File: config.mk
export PLATFORM = sky130hd
export DESIGN_NAME = reg_file_arbiter
export DESIGN_NICKNAME = d
export VERILOG_FILES = /design/src/rtl/reg_file_arbiter_pkg.sv /design/src/rtl/reg_file_arbiter_rr_arb2.sv /design/src/rtl/reg_file_arbiter.sv
export SDC_FILE = /design/constraint.sdc
export NUM_CORES = 1
export LEC_CHECK = 0
export ABC_AREA = 1
export BUFFER_PORTS_ARGS = -buffer_cell sky130_fd_sc_hd__buf_2
export CORE_MARGIN = 1
export CORE_UTILIZATION = 49
export CTS_CLUSTER_DIAMETER = 200
export DETAILED_ROUTE_END_ITERATION = 10
export PLACE_DENSITY = 0.85
export SYNTH_ARGS = -nofsm -noshare
export SYNTH_HDL_FRONTEND = slang
export SYNTH_HIERARCHICAL = 1
export SYNTH_SLANG_ARGS = --single-unit
File: constraint.sdc
create_clock -name clk -period 4.62 [get_ports clk]
set_clock_uncertainty 0.2 [all_clocks]
set_input_delay 0.924 -clock clk [delete_from_list [all_inputs] [get_ports clk]]
set_output_delay 0.924 -clock clk [all_outputs]
set_load 0.01 [all_outputs]
File: src/rtl/reg_file_arbiter_pkg.sv
// Shared types and width defaults for the register-file arbiter.
// Width defaults follow the register file's REG_LENGTH / ADDR_LEN_4 defines.
`ifndef REG_LENGTH
`define REG_LENGTH 32
`endif
`ifndef ADDR_LEN_4
`define ADDR_LEN_4 4
`endif

package reg_file_arbiter_pkg;

    typedef enum logic [1:0] {
        IDLE  = 2'd0,
        ISSUE = 2'd1,
        WAIT  = 2'd2
    } state_t;

    localparam int unsigned DEF_DATA_W = `REG_LENGTH;
    localparam int unsigned DEF_ADDR_W = `ADDR_LEN_4;

    // Wait counter holds READ_LAT-1, so two bits cover READ_LAT 1..3.
    localparam int unsigned CNT_W = 2;

endpackage

File: src/rtl/reg_file_arbiter_rr_arb2.sv
// Combinational two-input picker with one-hot grant; round-robin by default,
// fixed priority (req[0] first) when REG_FILE_ARB_FIXED_PRIO_EN is defined.
module rr_arb2 (
    input  logic [1:0] req,
    input  logic       last_grant,
    output logic [1:0] gnt
);

`ifdef REG_FILE_ARB_FIXED_PRIO_EN
    logic unused_last;
    assign unused_last = last_grant;

    always_comb begin
        gnt = '0;
        if (req[0]) begin
            gnt = 2'b01;
        end else if (req[1]) begin
            gnt = 2'b10;
        end
    end
`else
    always_comb begin
        gnt = '0;
        unique case (req)
            2'b01:   gnt = 2'b01;
            2'b10:   gnt = 2'b10;
            // On a tie the requester that did not win last time goes first.
            2'b11:   gnt = last_grant ? 2'b01 : 2'b10;
            default: gnt = '0;
        endcase
    end
`endif

endmodule

File: src/rtl/reg_file_arbiter.sv
// Two-requester arbiter/sequencer in front of the 16x32 register file.
// REG_FILE_ARB_FIXED_PRIO_EN selects fixed priority instead of round-robin; READ_LAT legal range 1..3.
module reg_file_arbiter
    import reg_file_arbiter_pkg::*;
#(
    parameter int unsigned DATA_W   = DEF_DATA_W,
    parameter int unsigned ADDR_W   = DEF_ADDR_W,
    parameter int unsigned READ_LAT = 1
) (
    input  logic              clk,
    input  logic              rst,
    input  logic              req0_valid,
    input  logic              req0_write,
    input  logic [ADDR_W-1:0] req0_addr,
    input  logic [DATA_W-1:0] req0_wdata,
    output logic              req0_ready,
    output logic              req0_rvalid,
    output logic [DATA_W-1:0] req0_rdata,
    input  logic              req1_valid,
    input  logic              req1_write,
    input  logic [ADDR_W-1:0] req1_addr,
    input  logic [DATA_W-1:0] req1_wdata,
    output logic              req1_ready,
    output logic              req1_rvalid,
    output logic [DATA_W-1:0] req1_rdata,
    output logic              rf_read_en,
    output logic              rf_write_en,
    output logic [ADDR_W-1:0] rf_addr,
    output logic [DATA_W-1:0] rf_write_data,
    input  logic [DATA_W-1:0] rf_read_data
);

    localparam logic [CNT_W-1:0] LAT_M1 = CNT_W'(READ_LAT - 1);

    state_t            state;
    logic [CNT_W-1:0]  cnt;
    logic              gnt_idx;
    logic              last_grant;
    logic [1:0]        req;
    logic [1:0]        gnt;
    logic [1:0]        rvalid_q;
    logic [DATA_W-1:0] rdata_q0;
    logic [DATA_W-1:0] rdata_q1;

    logic              accept;
    logic              acc_idx;
    logic              acc_write;
    logic [ADDR_W-1:0] acc_addr;
    logic [DATA_W-1:0] acc_wdata;

    assign req = {req1_valid, req0_valid};

`ifdef REG_FILE_ARB_FIXED_PRIO_EN
    assign last_grant = 1'b1;
`else
    always_ff @(posedge clk or posedge rst) begin
        if (rst) begin
            last_grant <= 1'b1;
        end else if (accept) begin
            last_grant <= acc_idx;
        end
    end
`endif

    rr_arb2 u_arb (
        .req        (req),
        .last_grant (last_grant),
        .gnt        (gnt)
    );

    assign req0_ready = (state == IDLE) && gnt[0];
    assign req1_ready = (state == IDLE) && gnt[1];
    assign accept     = req0_ready || req1_ready;
    assign acc_idx    = gnt[1];

    always_comb begin
        acc_write = req0_write;
        acc_addr  = req0_addr;
        acc_wdata = req0_wdata;
        if (acc_idx) begin
            acc_write = req1_write;
            acc_addr  = req1_addr;
            acc_wdata = req1_wdata;
        end
    end

    // The rf_* registers double as the command register: they are loaded on
    // accept, live for the single ISSUE cycle, and are cleared otherwise.
    always_ff @(posedge clk or posedge rst) begin
        if (rst) begin
            state         <= IDLE;
            cnt           <= '0;
            gnt_idx       <= 1'b0;
            rf_read_en    <= 1'b0;
            rf_write_en   <= 1'b0;
            rf_addr       <= '0;
            rf_write_data <= '0;
            rvalid_q      <= '0;
            rdata_q0      <= '0;
            rdata_q1      <= '0;
        end else begin
            rf_read_en    <= 1'b0;
            rf_write_en   <= 1'b0;
            rf_addr       <= '0;
            rf_write_data <= '0;
            rvalid_q      <= '0;
            unique case (state)
                IDLE: begin
                    if (accept) begin
                        rf_read_en    <= ~acc_write;
                        rf_write_en   <= acc_write;
                        rf_addr       <= acc_addr;
                        rf_write_data <= acc_wdata;
                        gnt_idx       <= acc_idx;
                        state         <= ISSUE;
                    end
                end
                ISSUE: begin
                    if (rf_write_en) begin
                        state <= IDLE;
                    end else begin
                        cnt   <= LAT_M1;
                        state <= WAIT;
                        if (LAT_M1 == '0) begin
                            rvalid_q[gnt_idx] <= 1'b1;
                        end
                    end
                end
                WAIT: begin
                    // rvalid is registered one cycle ahead so it lines up with cnt==0.
                    if (cnt == '0) begin
                        if (gnt_idx) begin
                            rdata_q1 <= rf_read_data;
                        end else begin
                            rdata_q0 <= rf_read_data;
                        end
                        state <= IDLE;
                    end else begin
                        cnt <= cnt - CNT_W'(1);
                        if (cnt == CNT_W'(1)) begin
                            rvalid_q[gnt_idx] <= 1'b1;
                        end
                    end
                end
                default: state <= IDLE;
            endcase
        end
    end

    assign req0_rvalid = rvalid_q[0];
    assign req1_rvalid = rvalid_q[1];
    // In the pulse cycle the fresh read data is forwarded; afterwards the held copy.
    assign req0_rdata  = rvalid_q[0] ? rf_read_data : rdata_q0;
    assign req1_rdata  = rvalid_q[1] ? rf_read_data : rdata_q1;

endmodule

==> results by group <==
Clocking
  – Hold Buf Count CTS: 0
  – Clock sinks: 110
  – CTS tree: built
  – Clock latency on the worst-skew pair: 0.34 ns
  – Post_cts resized: 0
  – Root buffer cell: clkbuf_16
  – Longest Clk Path Bufs: 2
  – Clock slew at reported path FFs: 0.07 ns
  – Num CTS Buffers: 9
  – H-tree depth: 3
  – Setup Fix Bufs, Post-CTS: 0

Die
  – Die Area: 11800 sq um
  – Chip Width: 108.6 um
  – Row count: 38
  – Initial Util: 50.94%
  – Boundary Pins: 216
  – Die Y: 108.6 um
  – Core footprint: 10940 sq um

Yosys
  – Ys flop type: dfrtp_1
  – Post-synth top cells: nand2_1 (223), dfrtp_1 (109), inv_1 (82)
  – Post-synth net total: 797
  – FFs w/ async S/R, synth: 100.0%
  – Leading area contributor after synthesis: dfrtp_1
  – Yosys cell types: 20
  – Synthesized instance count: 681
  – Yosys warning count: 6
  – Yosys reg bits: 110
  – Dominant cells by area after synthesis: dfrtp_1 (49%), nand2_1 (15%), o21ai_2 (10%)
  – Post-Synthesis Cell Area: 5570 sq um
  – Register area share after synthesis: 49.44%
  – Syn Area/Cell: 8.180 sq um
  – EDFF count, synth: 0
  – Yosys top cell area share: 48.97%
  – Most numerous cell in the Yosys netlist: nand2_1

Layout
  – Fraction of layout cells with a size suffix above 1: 36.19%
  – Layout Nets: 987
  – FILL cells: 996
  – Layout area overhead: 23.45%

Setup path
  – CP Buf/Inv Count: 3
  – Worst setup EP type: output port
  – CP required: 3.50 ns
  – Crit-path cells: buf_2 > a21oi_2 > nand2_1 > inv_2 > buf_2
  – Max incr delay on CP: 0.52 ns
  – Top Family by Delay on Critical Path: compound AO/OA/AOI/OAI gates
  – Type of origin of the critical path: primary input
  – Slowest stage cell, crit path: a21oi_2
  – Critical path arrival: 2.03 ns
  – Crit Path Category: primary input to output port
  – CP most frequent cell: buf_2
  – CP max FO: 16

Drt
  – Residual DRC count: 0
  – ANT nets after route: 0
  – Drt total wl: 12120 um
  – Wire per inst: 11.92 um
  – Via count: 4845
  – Vias/cell: 4.764
  – Initial DRC count: 344
  – 1st-pass router iterations: 5

Placement
  – HPWL Detailed: 8619 um
  – RD Place Congestion: 0.8148
  – Port Buffers: 215

Power and ir drop
  – Final Power: 4.493 mW
  – Lkg Pwr: 4.143 nW
  – Peak supply drop: 0.3082 mV
  – PD cells: 653.3 nW/um^2

STA
  – Setup TNS: 0 ns
  – Period utilization: 68.37%
  – Final setup viols: 0
  – Post-route minimum period: 3.159 ns
  – Worst slew margin: 25.24%
  – Fin. max-slew vios: 0
  – Hold Violations, Final: 0
  – Worst Tran Pin Value: 1.121 ns
  – FMAX: 316.6 MHz
  – Unrepaired setup endpoints after global routing: no

GRT
  – Largest net degree at the start of global routing: 66
  – Total global routing overflow: 0
  – GRT Total Usage: 21.13%
  – Top Usage Layer GRT: met2
  – Global-route wire length before repair: 19420 um
  – GR met3 Demand/Resource: 3.228%
  – Met1 Use GR: 27.85%
  – Met2 GRT Util: 34.58%
  – Vias in the first global route: 4236
  – Initial antenna violation count: 0

Outcome
  – Outcome: finished, final reports clean

Hold path
  – Hold WC Path Type: flop to flop

Flow run
  – Maxcap violations: 0
==> cell type report <==
type | instances | area, sq um | share of cell area, %
Sequential cell | 110 | 2756 | 40.08
Multi-Input combinational cell | 448 | 2216 | 32.22
Timing Repair Buffer | 217 | 1104 | 16.05
Inverter | 85 | 324.1 | 4.713
Clock buffer | 11 | 232.7 | 3.384
Tap cell | 140 | 175.2 | 2.547
Clock inverter | 5 | 66.31 | 0.9643
Antenna cell | 1 | 2.502 | 0.03639
==> cells in the final DEF (no fill, tap or decap), types with 2 or more instances in the layout <==
| cell type | instances |
|---|---|
| nand3_1 | 6 |
| dfrtp_1 | 107 |
| nor2_1 | 67 |
| inv_4 | 2 |
| inv_1 | 81 |
| a21oi_1 | 65 |
| inv_2 | 2 |
| clkbuf_1 | 2 |
| nand3_4 | 2 |
| clkbuf_16 | 9 |
| ha_1 | 6 |
| nand2_2 | 11 |
| nand2_1 | 223 |
| buf_2 | 215 |
| o21ai_2 | 64 |
| dfrtp_2 | 2 |
==> final timing paths <==
check	from	end	slack, ns	cells past startpoint
setup / recovery	req0_valid	req1_ready	1.46	5
hold / removal	rdata_q0[24]$_DFFE_PP0P_	rdata_q0[24]$_DFFE_PP0P_	0.28	2
setup reg to reg	last_grant$_DFFE_PP1P_	state[0]$_DFFE_PP0P_	2.23	6
hold reg to reg	rdata_q0[24]$_DFFE_PP0P_	rdata_q0[24]$_DFFE_PP0P_	0.28	2
max in group asynchronous	rst	last_grant$_DFFE_PP1P_	2.98	3
min in group asynchronous	rst	rf_write_data[8]$_DFF_PP0_	0.46	2
==> cells by family after synthesis <==
family / Yosys count / share of synthesized area, %
and+or+nand+nor: 311 / 22.28
AOI/OAI and AO/OA: 131 / 16.08
buffers and inverters: 123 / 10.85
DFF: 110 / 49.44
adders and majority gates: 6 / 1.348
==> flip-flops by register name, indices dropped and copies added, names as in the netlist, 2 cells and up <==
name and count:
rdata_q0 32, cnt 2, rf_addr 4, rvalid_q 2, rf_write_data 32, state 2
rdata_q1 32
==> through the flow <==
| step | area (sq um) | utilization (%) | instances | hold slack, ns | setup WS [ns] |
|---|---|---|---|---|---|
| 3_5_place_dp | 6575 | 60.13 | 1000 | 0.2652 | 1.483 |
| 3_3_place_gp | 6575 | 60.13 | 1000 | 0.2578 | 1.537 |
| 5_1_grt | 6874 | 62.86 | 1016 | 0.3020 | 1.304 |
| 6_report | 6877 | 62.88 | 1017 | 0.2837 | 1.461 |
| 2_1_floorplan | 5570 | - | 681 | 0.2419 | 0.5954 |
| 4_1_cts | 6874 | 62.86 | 1016 | 0.2812 | 1.478 |
==> worst register-to-register path, stage by stage (launching register included) <==
cell	delay (ns)
dfstp_2	0.38
a21oi_2	0.51
inv_1	0.65
nand3b_1	0.34
nand2_1	0.10
nand2_1	0.06
nand2_1	0.05
==> layer usage <==
layer / part of all wire (%) / wire length (um)
met4: 2.1 / 252
met1: 44 / 5383
met2: 48 / 5834
met5: 0 / 0
met3: 5.4 / 653
==> report_power, final <==
group | internal [mW] | switching, mW
Clock | 0.428 | 0.342
Sequential | 1.36 | 0.292
Combinational | 0.862 | 1.21
Total | 2.65 | 1.85
(Power assumes the default switching activity.)
